## config.mk

```make
export PLATFORM = sky130hd
export DESIGN_NAME = par_serializer8
export DESIGN_NICKNAME = d
export VERILOG_FILES = /design/src/rtl/par_serializer_pkg.sv /design/src/rtl/par_serializer8_bit_select8.sv /design/src/rtl/par_serializer8.sv
export SDC_FILE = /design/constraint.sdc
export NUM_CORES = 1
export LEC_CHECK = 0
export CAP_MARGIN = 0
export CELL_PAD_IN_SITES_DETAIL_PLACEMENT = 1
export CELL_PAD_IN_SITES_GLOBAL_PLACEMENT = 1
export CORE_UTILIZATION = 35
export DETAILED_ROUTE_END_ITERATION = 12
export GPL_ROUTABILITY_DRIVEN = 0
export PLACE_DENSITY = 0.81
export SYNTH_ARGS = -nofsm -noshare
export SYNTH_HDL_FRONTEND = slang
export SYNTH_SLANG_ARGS = --single-unit
```

## constraint.sdc

```tcl
create_clock -name clk -period 2.2 [get_ports clk]
set_input_delay 0.44 -clock clk [delete_from_list [all_inputs] [get_ports clk]]
set_output_delay 0.44 -clock clk [all_outputs]
set_load 0.02 [all_outputs]
```

## src/rtl/par_serializer_pkg.sv

```systemverilog
// Shared types and constants for the 8-bit parallel-to-serial sequencer.
package par_serializer_pkg;

  typedef enum logic [1:0] {
    IDLE  = 2'd0,
    SHIFT = 2'd1,
    GAP   = 2'd2
  } state_e;

  localparam logic [2:0] SEL_FIRST_LSB = 3'd0;
  localparam logic [2:0] SEL_LAST_LSB  = 3'd7;
  localparam int         GAP_W         = 4;

  function automatic logic [2:0] sel_start(input logic lsb_first);
    return lsb_first ? SEL_FIRST_LSB : SEL_LAST_LSB;
  endfunction

  function automatic logic [2:0] sel_end(input logic lsb_first);
    return lsb_first ? SEL_LAST_LSB : SEL_FIRST_LSB;
  endfunction

endpackage

```

## src/rtl/par_serializer8_bit_select8.sv

```systemverilog
// Purely combinational 8:1 bit selector.
module bit_select8 (
  input  logic [7:0] in_i,
  input  logic [2:0] s_i,
  output logic       out_o
);

  assign out_o = in_i[s_i];

endmodule

```

## src/rtl/par_serializer8.sv

```systemverilog
// Parallel-in serial-out sequencer: accepts one byte over valid/ready and
// walks a 3-bit select index across it, one bit per downstream beat.
module par_serializer8
  import par_serializer_pkg::*;
#(
  parameter bit          LSB_FIRST  = 1'b1,
  parameter int unsigned GAP_CYCLES = 32'd0
) (
  input  logic       clk,
  input  logic       rst_n,
  input  logic [7:0] in_data_i,
  input  logic       in_valid_i,
  output logic       in_ready_o,
  input  logic       ser_ready_i,
  output logic       ser_out_o,
  output logic       ser_valid_o,
  output logic       ser_first_o,
  output logic       ser_last_o,
  output logic [2:0] sel_o,
  output logic       busy_o
);

  localparam logic [2:0]       SEL_START = sel_start(LSB_FIRST);
  localparam logic [2:0]       SEL_END   = sel_end(LSB_FIRST);
  localparam bit               HAS_GAP   = (GAP_CYCLES != 32'd0);
  localparam logic [GAP_W-1:0] GAP_LOAD  = GAP_W'(GAP_CYCLES);

  state_e           state_q, state_d;
  logic [7:0]       word_q, word_d;
  logic [2:0]       sel_q, sel_d;
  logic [GAP_W-1:0] gap_q, gap_d;

  logic in_shift_s;
  logic at_end_s;
  logic accept_s;

  assign in_shift_s = (state_q == SHIFT);
  assign at_end_s   = (sel_q == SEL_END);

  // The last-beat term is the only combinational path from an input (ser_ready_i) to an output.
  assign in_ready_o = rst_n & ((state_q == IDLE) |
                               (in_shift_s & HAS_GAP == 1'b0 & at_end_s & ser_ready_i));
  assign accept_s   = in_valid_i & in_ready_o;

  assign ser_valid_o = in_shift_s;
  assign ser_first_o = in_shift_s & (sel_q == SEL_START);
  assign ser_last_o  = in_shift_s & at_end_s;
  assign sel_o       = sel_q;
  assign busy_o      = (state_q != IDLE);

  bit_select8 u_bit_select8 (
    .in_i  (word_q),
    .s_i   (sel_q),
    .out_o (ser_out_o)
  );

  // State, held word, select index and gap counter registers.
  always_ff @(posedge clk or negedge rst_n) begin
    if (!rst_n) begin
      state_q <= IDLE;
      word_q  <= 8'd0;
      sel_q   <= SEL_START;
      gap_q   <= {GAP_W{1'b0}};
    end else begin
      state_q <= state_d;
      word_q  <= word_d;
      sel_q   <= sel_d;
      gap_q   <= gap_d;
    end
  end

  // Next-state logic; sel is always reloaded to its start value on leaving SHIFT.
  always_comb begin
    state_d = state_q;
    word_d  = word_q;
    sel_d   = sel_q;
    gap_d   = gap_q;
    case (state_q)
      IDLE: begin
        if (accept_s) begin
          word_d  = in_data_i;
          sel_d   = SEL_START;
          state_d = SHIFT;
        end else begin
          state_d = IDLE;
        end
      end
      SHIFT: begin
        if (ser_ready_i) begin
          if (at_end_s) begin
            sel_d = SEL_START;
            if (HAS_GAP) begin
              gap_d   = GAP_LOAD;
              state_d = GAP;
            end else if (accept_s) begin
              word_d  = in_data_i;
              state_d = SHIFT;
            end else begin
              state_d = IDLE;
            end
          end else if (LSB_FIRST) begin
            sel_d = sel_q + 3'd1;
          end else begin
            sel_d = sel_q - 3'd1;
          end
        end else begin
          sel_d = sel_q;
        end
      end
      GAP: begin
        if (gap_q <= {{(GAP_W-1){1'b0}}, 1'b1}) begin
          gap_d   = {GAP_W{1'b0}};
          state_d = IDLE;
        end else begin
          gap_d = gap_q - {{(GAP_W-1){1'b0}}, 1'b1};
        end
      end
      default: begin
        state_d = IDLE;
        sel_d   = SEL_START;
        gap_d   = {GAP_W{1'b0}};
      end
    endcase
  end

endmodule

```

==> results of run 1 <==
## power breakdown
group / total [mW] / switching [mW] / internal (mW)
clock network: 0.174 / 0.0737 / 0.101
registers: 0.391 / 0.0661 / 0.325
logic: 0.750 / 0.336 / 0.414
## flip-flops by register name, indices dropped and copies added, names as in the netlist
name / count
word_q: 8
sel_o: 3
state_q: 1
## layout by cell type (no fill, tap or decap)
| master | netlist | layout |
|---|---|---|
| dfrtp_1 | 12 | 12 |
| a21boi_4 | 1 | 1 |
| inv_1 | 2 | 2 |
| ha_1 | 3 | 2 |
| o21ai_0 | 1 | 1 |
| ha_2 | 0 | 1 |
| nor2_8 | 1 | 1 |
| mux2_2 | 1 | 1 |
| a32o_1 | 2 | 2 |
| clkdlybuf4s50_1 | 0 | 16 |
| dlygate4sd2_1 | 0 | 2 |
| and3b_1 | 1 | 1 |
| o21a_1 | 1 | 1 |
| clkbuf_4 | 0 | 3 |
| buf_2 | 0 | 1 |
| and2_1 | 1 | 1 |
| and2b_1 | 1 | 1 |
| nand2b_1 | 1 | 1 |
| buf_4 | 1 | 7 |
| nor2_1 | 1 | 1 |
| mux2_4 | 8 | 8 |
| clkdlybuf4s15_2 | 0 | 1 |
| clkbuf_8 | 0 | 1 |
| mux4_2 | 2 | 2 |
| nand2_1 | 7 | 7 |
## worst max-delay path, cell delays in order, from the launching register on
cell	delay, ns
dfrtp_1	0.39
ha_1	0.21
ha_2	0.20
a21boi_4	0.15
and2b_1	0.19
clkdlybuf4s15_2	0.25
## final cells by class
cell class | instances | area [um2]
Clock buffer | 4 | 36.3
Fill cell | 192 | 796
Inverter | 2 | 7.51
Multi-Input combinational cell | 32 | 347
Sequential cell | 12 | 300
Tap cell | 25 | 31.3
Timing Repair Buffer | 27 | 246
## kinds of logic after synthesis
| group | count (synthesis) | share of synthesized area, % |
|---|---|---|
| AOI/OAI and AO/OA | 5 | 7.65 |
| adders and majority gates | 3 | 5.60 |
| buffers and inverters | 4 | 3.92 |
| DFF | 12 | 44.8 |
| muxes | 11 | 26.3 |
| and+or+nand+nor | 13 | 11.8 |
## routing by layer
metal  part of all wire (%)  up-vias  global-route usage [%]
li1                       -      224                       -
met2                     56       12                    33.4
met3                    2.5        2                    3.57
met5                      0        -                       0
met1                     40      232                    20.7
met4                    1.1        0                    10.6
## path summary, 6_finish.rpt
check | startpoint | end | depth (start not counted)
max reg2reg | sel_o[0] | word_q[6] | 6
min | word_q[4] | word_q[4] | 1
min reg2reg | word_q[4] | word_q[4] | 1
max in group asynchronous | rst_n | word_q[1] | 2
max | sel_o[0] | in_ready_o | 5
min in group asynchronous | rst_n | word_q[3] | 2
## repair_timing
| item | 4_1_cts | 5_1_grt |
|---|---|---|
| hold buffers | 0 | 0 |
| resized for setup | 8 | 2 |
| endpoints found under the setup margin | 4 | 2 |
| pin swaps | 0 | 0 |
## metrics by stage
stage	setup slack, ns	TNS, ns	util, %	instances
finish	0.100	0	54.9	102
global route	0.0263	0	54.9	102
CTS	0.0270	0	55.1	102
detailed placement	-0.0662	-0.0662	53.0	98
global placement	-0.0743	-0.0743	53.0	98
floorplan	0.285	0	-	48
==> impl_results.md, run 1 <==
- Outcome: complete, no violations
- Core footprint: about 1800 um2
- Largest net degree at the start of global routing: 14
- DRC Markers: 0
- Drt pass-1 iters: 1
- Slew @ Worst Pin: approximately 0.26 ns
- Fin nets: 93
- Fmax: 476 MHz
- Synth top area share: 44.8%
- Max Buffers Root-to-Sink: 2
- DP Area: around 940 um2
- Async set or reset register ratio after synthesis: 100%
- Die width: 45.8 um
- Clk_lat worst skew: roughly 0.27 ns
- Crit Path Max Fanout: 3
- Setup Viol. Count Final: 0
- Share of cells above drive strength 1: 35.1%
- Slew Limit Fails: 0
- Critical Path End Type: output pin
- Final Hold Slack: roughly 0.52 ns
- Clk sink count: 12
- Routed WL: 1590 um
- Post-Syn Area per Cell: 14.0 um2
- Count leader, synth: dfrtp_1
- Max_cap viols: 0
- Ant diodes: 0
- Rows: 15
- Mapped Area: about 670 um2
- Clock buffer count from CTS: 3
- Tmin final: 2.10 ns
- CTS clk-pin slew, worst paths: 0.07 ns
- Post-synth net total: 63
- Die Footprint: about 2100 um2
- Post-layout instance area: 968 um2
- Top cells by count, synth: dfrtp_1, mux2_4, nand2_1, ha_1
- Main synth FF type: dfrtp_1
- Area growth, synth to finish: 44.4%
- Post-CTS Repair Setup Buffers: 0
- Skew final: 0.00677 ns
- RSZ-0062 raised after global routing: false
- Starting Density: 38.0%
- PD cells: between 1000 and 1500 nW/um2
- DRT antenna net count: 0
- Vias: 470
- Synth area leader: dfrtp_1
- Die Ht: between 40 and 50 um
- EDFF count, synth: 0
- Internal reg-to-reg setup slack: 0.57 ns
- I/O pins: 21
- Remaining Overflow, GRT: 0
- CTS H-tree lvls: 1
- Yosys cell types: 19
- Initial DRC count: 0
- Top cells by area, synth: dfrtp_1, mux2_4, mux4_2
- Via-per-instance ratio: 4.61
- Register area share after synthesis: 44.8%
- Total track usage: approximately a fifth
- Final HPWL DP: around 1300 um
- CTS tree: done
- Peak VDD IR: 0.000578 V
- Worst path required time: 1.76 ns
- Nature of the critical path startpoint: flop
- Post-synthesis cell count: 48
- Tot Pwr: 1.31 mW
- Clock Tree Root: clkbuf_4
- Vias in the first global route: between 500 and 600
- Leak: 0.468 nW
- HP Class: reg2reg
- WL/cell: 15.6 um
- FF+latch count, synth: 12
- Final hold violations: 0
- Slew margin rel.: 82.4%
- Final period utilization: 95.4%
- PortBufs: 20
- First-pass GRT wire length: 2530 um
- Yosys warnings: 0
- Initial antenna violation count: 0
- Worst EP arrival: 1.66 ns
- Kind of critical path: reg2out
Note: power is estimated with default switching activity, not from simulation.
==> inputs of run 2 (changes only) <==
- PLACE_DENSITY: 0.81 -> 0.76
==> run 2 against run 1 <==
Compared with the run above:
- cell count decreased by 0.98%
- global-route usage shrank 3.1 points
- total power is 4.0% lower
- critical path type unchanged
- largest cell class unchanged
==> impl_results.md, run 2 (synthesis results as in run 1) <==
- Slew @ Worst Pin: 0.264 ns (was 0.263 ns)
- Worst reg2reg path startpoint: sel_o[0] (unchanged)
- Vias: 470 (unchanged)
- Leak: 0.474 nW (was 0.468 nW)
- Clk_lat worst skew: 0.26 ns (was 0.27 ns)
- Die Footprint: 2100 um2 (unchanged)
- DRT antenna net count: 0 (unchanged)
- First-pass GRT wire length: 2190 um (was 2530 um)
- Tot Pwr: 1.26 mW (was 1.31 mW)
- Total track usage: 15.6% (was 18.8%)
- Max Buffers Root-to-Sink: 2 (unchanged)
- Post-layout instance area: 961 um2 (was 968 um2)
- Area growth, synth to finish: 43.3% (was 44.4%)
- Vias in the first global route: 481 (was 536)
- Worst path required time: 1.76 ns (about the same)
- Setup Viol. Count Final: 0 (unchanged)
- DP Area: 936 um2 (unchanged)
- Largest register FFs: 8 (unchanged)
- Skew final: 0.00406 ns (was 0.00677 ns)
- Rows: 15 (unchanged)
- Slew margin rel.: 82.4% (about the same)
- Layout Utilization: 54.5% (was 54.9%)
- Starting Density: 38.0% (unchanged)
- Clk sink count: 12 (unchanged)
- Tmin final: 2.09 ns (was 2.10 ns)
- CTS H-tree lvls: 1 (unchanged)
- Kind of critical path: reg2out (unchanged)
- Fin nets: 93 (unchanged)
- Dpl ws: -0.0934 ns (was -0.0662 ns)
- WL/cell: 13.3 um (was 15.6 um)
- Routed WL: 1350 um (was 1590 um)
- Remaining Overflow, GRT: 0 (unchanged)
- Die width: 45.8 um (unchanged)
- Crit Path Max Fanout: 6 (was 3)
- Worst EP arrival: 1.65 ns (was 1.66 ns)
- PD cells: 1310 nW/um2 (was 1360 nW/um2)
- Outcome: complete, no violations (unchanged)
- Share of cells above drive strength 1: 32.9% (was 35.1%)
- Drt pass-1 iters: 2 (was 1)
- R2r worst-path depth: 6 (unchanged)
- Clock Tree Root: clkbuf_4 (unchanged)
- Most frequent cells in the layout: clkdlybuf4s50_1, dfrtp_1, mux2_4 (unchanged)
- Critical Path End Type: output pin (unchanged)
- Slew Limit Fails: 0 (unchanged)
- FF-to-FF End: word_q[4] (was word_q[6])
- Internal reg-to-reg setup slack: 0.54 ns (was 0.57 ns)
- CTS Hold Bufs: 0 (unchanged)
- Clock buffer count from CTS: 3 (unchanged)
- RSZ-0062 raised after global routing: false (unchanged)
- HP Class: reg2reg (unchanged)
- Peak VDD IR: 0.000583 V (was 0.000578 V)
- PortBufs: 20 (unchanged)
- CTS clk-pin slew, worst paths: 0.07 ns (about the same)
- Via-per-instance ratio: 4.65 (was 4.61)
- Critical Path End: ser_out_o (was in_ready_o)
- Hold path depth: 1 (unchanged)
- Most common cell after layout, fill and taps aside: clkdlybuf4s50_1 (unchanged)
- Nature of the critical path startpoint: flop (unchanged)
- Final period utilization: 95.1% (was 95.4%)
- Fin worst setup slack: 0.109 ns (was 0.100 ns)
- Post-CTS Repair Setup Buffers: 0 (unchanged)
- CTS tree: done (unchanged)
- Initial DRC count: 7 (was 0)
- Core footprint: 1760 um2 (unchanged)
- DRC Markers: 0 (unchanged)
- Ant diodes: 0 (unchanged)
- Initial antenna violation count: 0 (unchanged)
- Final hold violations: 0 (unchanged)
- Die Ht: 45.8 um (unchanged)
- Final HPWL DP: 1070 um (was 1290 um)
- Max_cap viols: 0 (unchanged)
- Largest net degree at the start of global routing: 14 (unchanged)
- Fmax: 478 MHz (was 476 MHz)
- Largest Register: word_q (unchanged)
- CP startpoint: sel_o[0] (unchanged)
- I/O pins: 21 (unchanged)
[run 2: metrics by stage]
step | TNS [ns] | std cells | hold WS (ns)
floorplan | 0 | 48 | 0.144
global placement | -0.0666 | 98 | 0.494
detailed placement | -0.0934 | 98 | 0.498
CTS | 0 | 101 | 0.519
global route | 0 | 101 | 0.545
finish | 0 | 101 | 0.518
[run 2: cell type report]
cell class                 count  area, um2
clock buffer                   3       22.5
multi-input combinational     32        347
sequential                    12        300
tap                           25       31.3
timing repair buffer          27        253
inverter                       2       7.51
fill                         198        803
[run 2: timing repair]
| item | 4_1_cts | 5_1_grt |
|---|---|---|
| cloned | 0 | 0 |
| pin swaps | 0 | 0 |
| endpoints found under the setup margin | 3 | 3 |
| resized for setup | 5 | 4 |
[run 2: worst max-delay path, stage by stage (launching register included)]
cell and delay, ns:
dfrtp_1 0.37, buf_6 0.13, mux4_2 0.49, nand2_1 0.08, nand2_1 0.05, clkdlybuf4s15_1 0.27
[run 2: where the power goes]
part / total, mW / switching, mW / internal, mW
combinational: 0.752 / 0.317 / 0.435
clock: 0.124 / 0.0606 / 0.0629
sequential: 0.386 / 0.0611 / 0.325
total: 1.26 / 0.439 / 0.822
[run 2: routing by layer]
metal  share of wire, %  track usage (%)  routed length, um
met1                 41             19.4                554
met2                 54             26.6                726
met3                3.1             2.38                 42
met4                1.7             7.06                 23
met5                  0                0                  0
[run 2: how the worst min path moves through the flow]
stage                     slack (ns)      start        end
after detailed placement        0.50  word_q[3]  word_q[3]
after global routing            0.54      rst_n  word_q[3]
after global placement          0.49  word_q[3]  word_q[3]
after CTS                       0.52  word_q[6]  word_q[6]
after floorplan                 0.14      rst_n   sel_o[0]
final                           0.52  word_q[6]  word_q[6]
==> inputs of run 3 (changes only) <==
- PLACE_DENSITY: 0.76 -> 0.75
==> run 3 against run 2 <==
Compared with the run above:
- total power up 2.4%
- clock skew about the same
- first-iteration DRC count down 71%
- combinational power down 3.3%
- routed wire length up 4.0%
- sequential power about the same
- clock-buffer cell count up 1
- sequential share of layout area about the same
- critical path depth unchanged
- global-route usage up 0.84 points
- critical endpoint unchanged
- largest cell class unchanged
==> impl_results.md, run 3 (synthesis results as in run 1) <==
- Most frequent cells in the layout: clkdlybuf4s50_1, dfrtp_1, mux2_4 (unchanged)
- Via-per-instance ratio: 4.78 (was 4.65)
- Remaining Overflow, GRT: 0 (unchanged)
- Slew @ Worst Pin: 0.254 ns (was 0.264 ns)
- Most common cell after layout, fill and taps aside: clkdlybuf4s50_1 (unchanged)
- Register Area: 300 um2 (unchanged)
- Worst path required time: 1.76 ns (about the same)
- Leak: 0.468 nW (was 0.474 nW)
- DRT antenna net count: 0 (unchanged)
- Final hold violations: 0 (unchanged)
- Die Footprint: 2100 um2 (unchanged)
- Total track usage: 16.5% (was 15.6%)
- I/O pins: 21 (unchanged)
- Critical path's slowest cell: mux4_2 (unchanged)
- Fmax: 491 MHz (was 478 MHz)
- CTS H-tree lvls: 1 (unchanged)
- FF-to-FF End: word_q[6] (was word_q[4])
- Vias: 488 (was 470)
- Worst EP arrival: 1.60 ns (was 1.65 ns)
- DP Cell Count: 98 (unchanged)
- Initial antenna violation count: 0 (unchanged)
- Core footprint: 1760 um2 (unchanged)
- Vias in the first global route: 479 (was 481)
- Sum Neg Setup Slack: 0 ns (unchanged)
- Largest Register: word_q (unchanged)
- Hold path depth: 1 (unchanged)
- First-pass GRT wire length: 2200 um (was 2190 um)
- Worst hold endpoint: word_q[7] (was word_q[6])
- Crit Path Max Fanout: 6 (unchanged)
- WL/cell: 13.7 um (was 13.3 um)
- Internal reg-to-reg setup slack: 0.59 ns (was 0.54 ns)
- Max stage delay on crit path: 0.50 ns (was 0.49 ns)
- Area growth, synth to finish: 43.5% (was 43.3%)
- Routed WL: 1400 um (was 1350 um)
- Setup Viol. Count Final: 0 (unchanged)
- RSZ-0062 raised after global routing: false (unchanged)
- Skew final: 0.00396 ns (was 0.00406 ns)
- Cells along the critical path: buf_4, mux4_2, nand2_1, nand2_1, clkbuf_2 (was buf_6, mux4_2, nand2_1, nand2_1, clkdlybuf4s15_1)
- Tmin final: 2.04 ns (was 2.09 ns)
- CTS clk-pin slew, worst paths: 0.08 ns (was 0.07 ns)
- Die width: 45.8 um (unchanged)
- Area taken by multi-input logic gates: 347 um2 (unchanged)
- DP Area: 936 um2 (unchanged)
- HP Class: reg2reg (unchanged)
- Die Ht: 45.8 um (unchanged)
- R2r worst-path depth: 6 (unchanged)
- Kind of critical path: reg2out (unchanged)
- Worst reg2reg path startpoint: sel_o[0] (unchanged)
- Largest register FFs: 8 (unchanged)
- Fin worst setup slack: 0.162 ns (was 0.109 ns)
- Outcome: complete, no violations (unchanged)
- Final Hold Slack: 0.516 ns (was 0.518 ns)
- Max Buffers Root-to-Sink: 2 (unchanged)
- Ant diodes: 0 (unchanged)
- Slew margin rel.: 83.0% (was 82.4%)
- Clock Tree Root: clkbuf_4 (unchanged)
- Final HPWL DP: 1120 um (was 1070 um)
- HP Start: word_q[7] (was word_q[6])
- Slew Limit Fails: 0 (unchanged)
- CTS tree: done (unchanged)
- Clock buffer count from CTS: 3 (unchanged)
- Fin nets: 93 (unchanged)
- DRC Markers: 0 (unchanged)
- Peak VDD IR: 0.000504 V (was 0.000583 V)
- Dpl ws: -0.0549 ns (was -0.0934 ns)
- Clk sink count: 12 (unchanged)
- Clk_lat worst skew: 0.28 ns (was 0.26 ns)
- Fin cells: 102 (was 101)
- Post-CTS Repair Setup Buffers: 0 (unchanged)
- Rows: 15 (unchanged)
- PD cells: 1340 nW/um2 (was 1310 nW/um2)
- Most used cell, CP: nand2_1 (unchanged)
- Drt pass-1 iters: 4 (was 2)
- Final period utilization: 92.6% (was 95.1%)
- Share of cells above drive strength 1: 35.1% (was 32.9%)
- Initial DRC count: 2 (was 7)
- Max_cap viols: 0 (unchanged)
- Nature of the critical path startpoint: flop (unchanged)
- Post-layout instance area: 962 um2 (was 961 um2)
- PortBufs: 20 (unchanged)
- Starting Density: 38.0% (unchanged)
- Critical Path End Type: output pin (unchanged)
- Largest net degree at the start of global routing: 14 (unchanged)
- Fillers: 199 (was 198)
run 3: routing by layer:
metal  global-route usage [%]  part of all wire, %  vias up  routed length (um)
met2                     27.7                   52       15                 728
met3                     3.57                  3.4        4                  47
li1                         -                    -      228                   -
met4                     12.4                  2.4        0                  34
met5                        0                    0        -                   0
met1                     18.0                   42      241                 588
run 3: area by class of cell:
type | instances | share of cell area [%]
timing repair buffer | 27 | 25.0
tap | 25 | 3.25
inverter | 2 | 0.780
multi-input combinational | 32 | 36.0
clock buffer | 4 | 3.77
sequential | 12 | 31.2
run 3: how the worst max path moves through the flow:
| stage | startpoint | end | slack, ns | cells after the start |
|---|---|---|---|---|
| after floorplan | sel_o[0] | in_ready_o | 0.28 | 4 |
| after global placement | ser_ready_i | in_ready_o | -0.07 | 4 |
| after detailed placement | ser_ready_i | in_ready_o | -0.05 | 4 |
| after CTS | sel_o[0] | in_ready_o | 0.009 | 5 |
| after global routing | sel_o[0] | ser_out_o | 0.09 | 5 |
| final | sel_o[0] | ser_out_o | 0.16 | 5 |
run 3: what timing repair did:
action | CTS | global route
setup endpoints to repair | 4 | 2
hold buffers | 0 | 0
pin swaps | 0 | 0
resized for setup | 6 | 3
run 3: critical path: cells and delay by family, from the launching register on:
kind / cells / cell delay (ns)
mux: 1 / 0.50
flops: 1 / 0.37
simple gates: 2 / 0.13
buf+inv: 2 / 0.30
run 3: report_power, final:
part           total (mW)  switching [mW]  internal, mW
registers           0.387          0.0626         0.325
logic               0.727           0.318         0.409
clock network       0.177          0.0764         0.101
total                1.29           0.457         0.834
run 3: metrics by stage:
stage	power [mW]	util [%]
global placement	1.12	53.0
finish	1.29	54.5
detailed placement	1.16	53.0
floorplan	0.853	-
global route	1.39	54.5
CTS	1.32	55.0
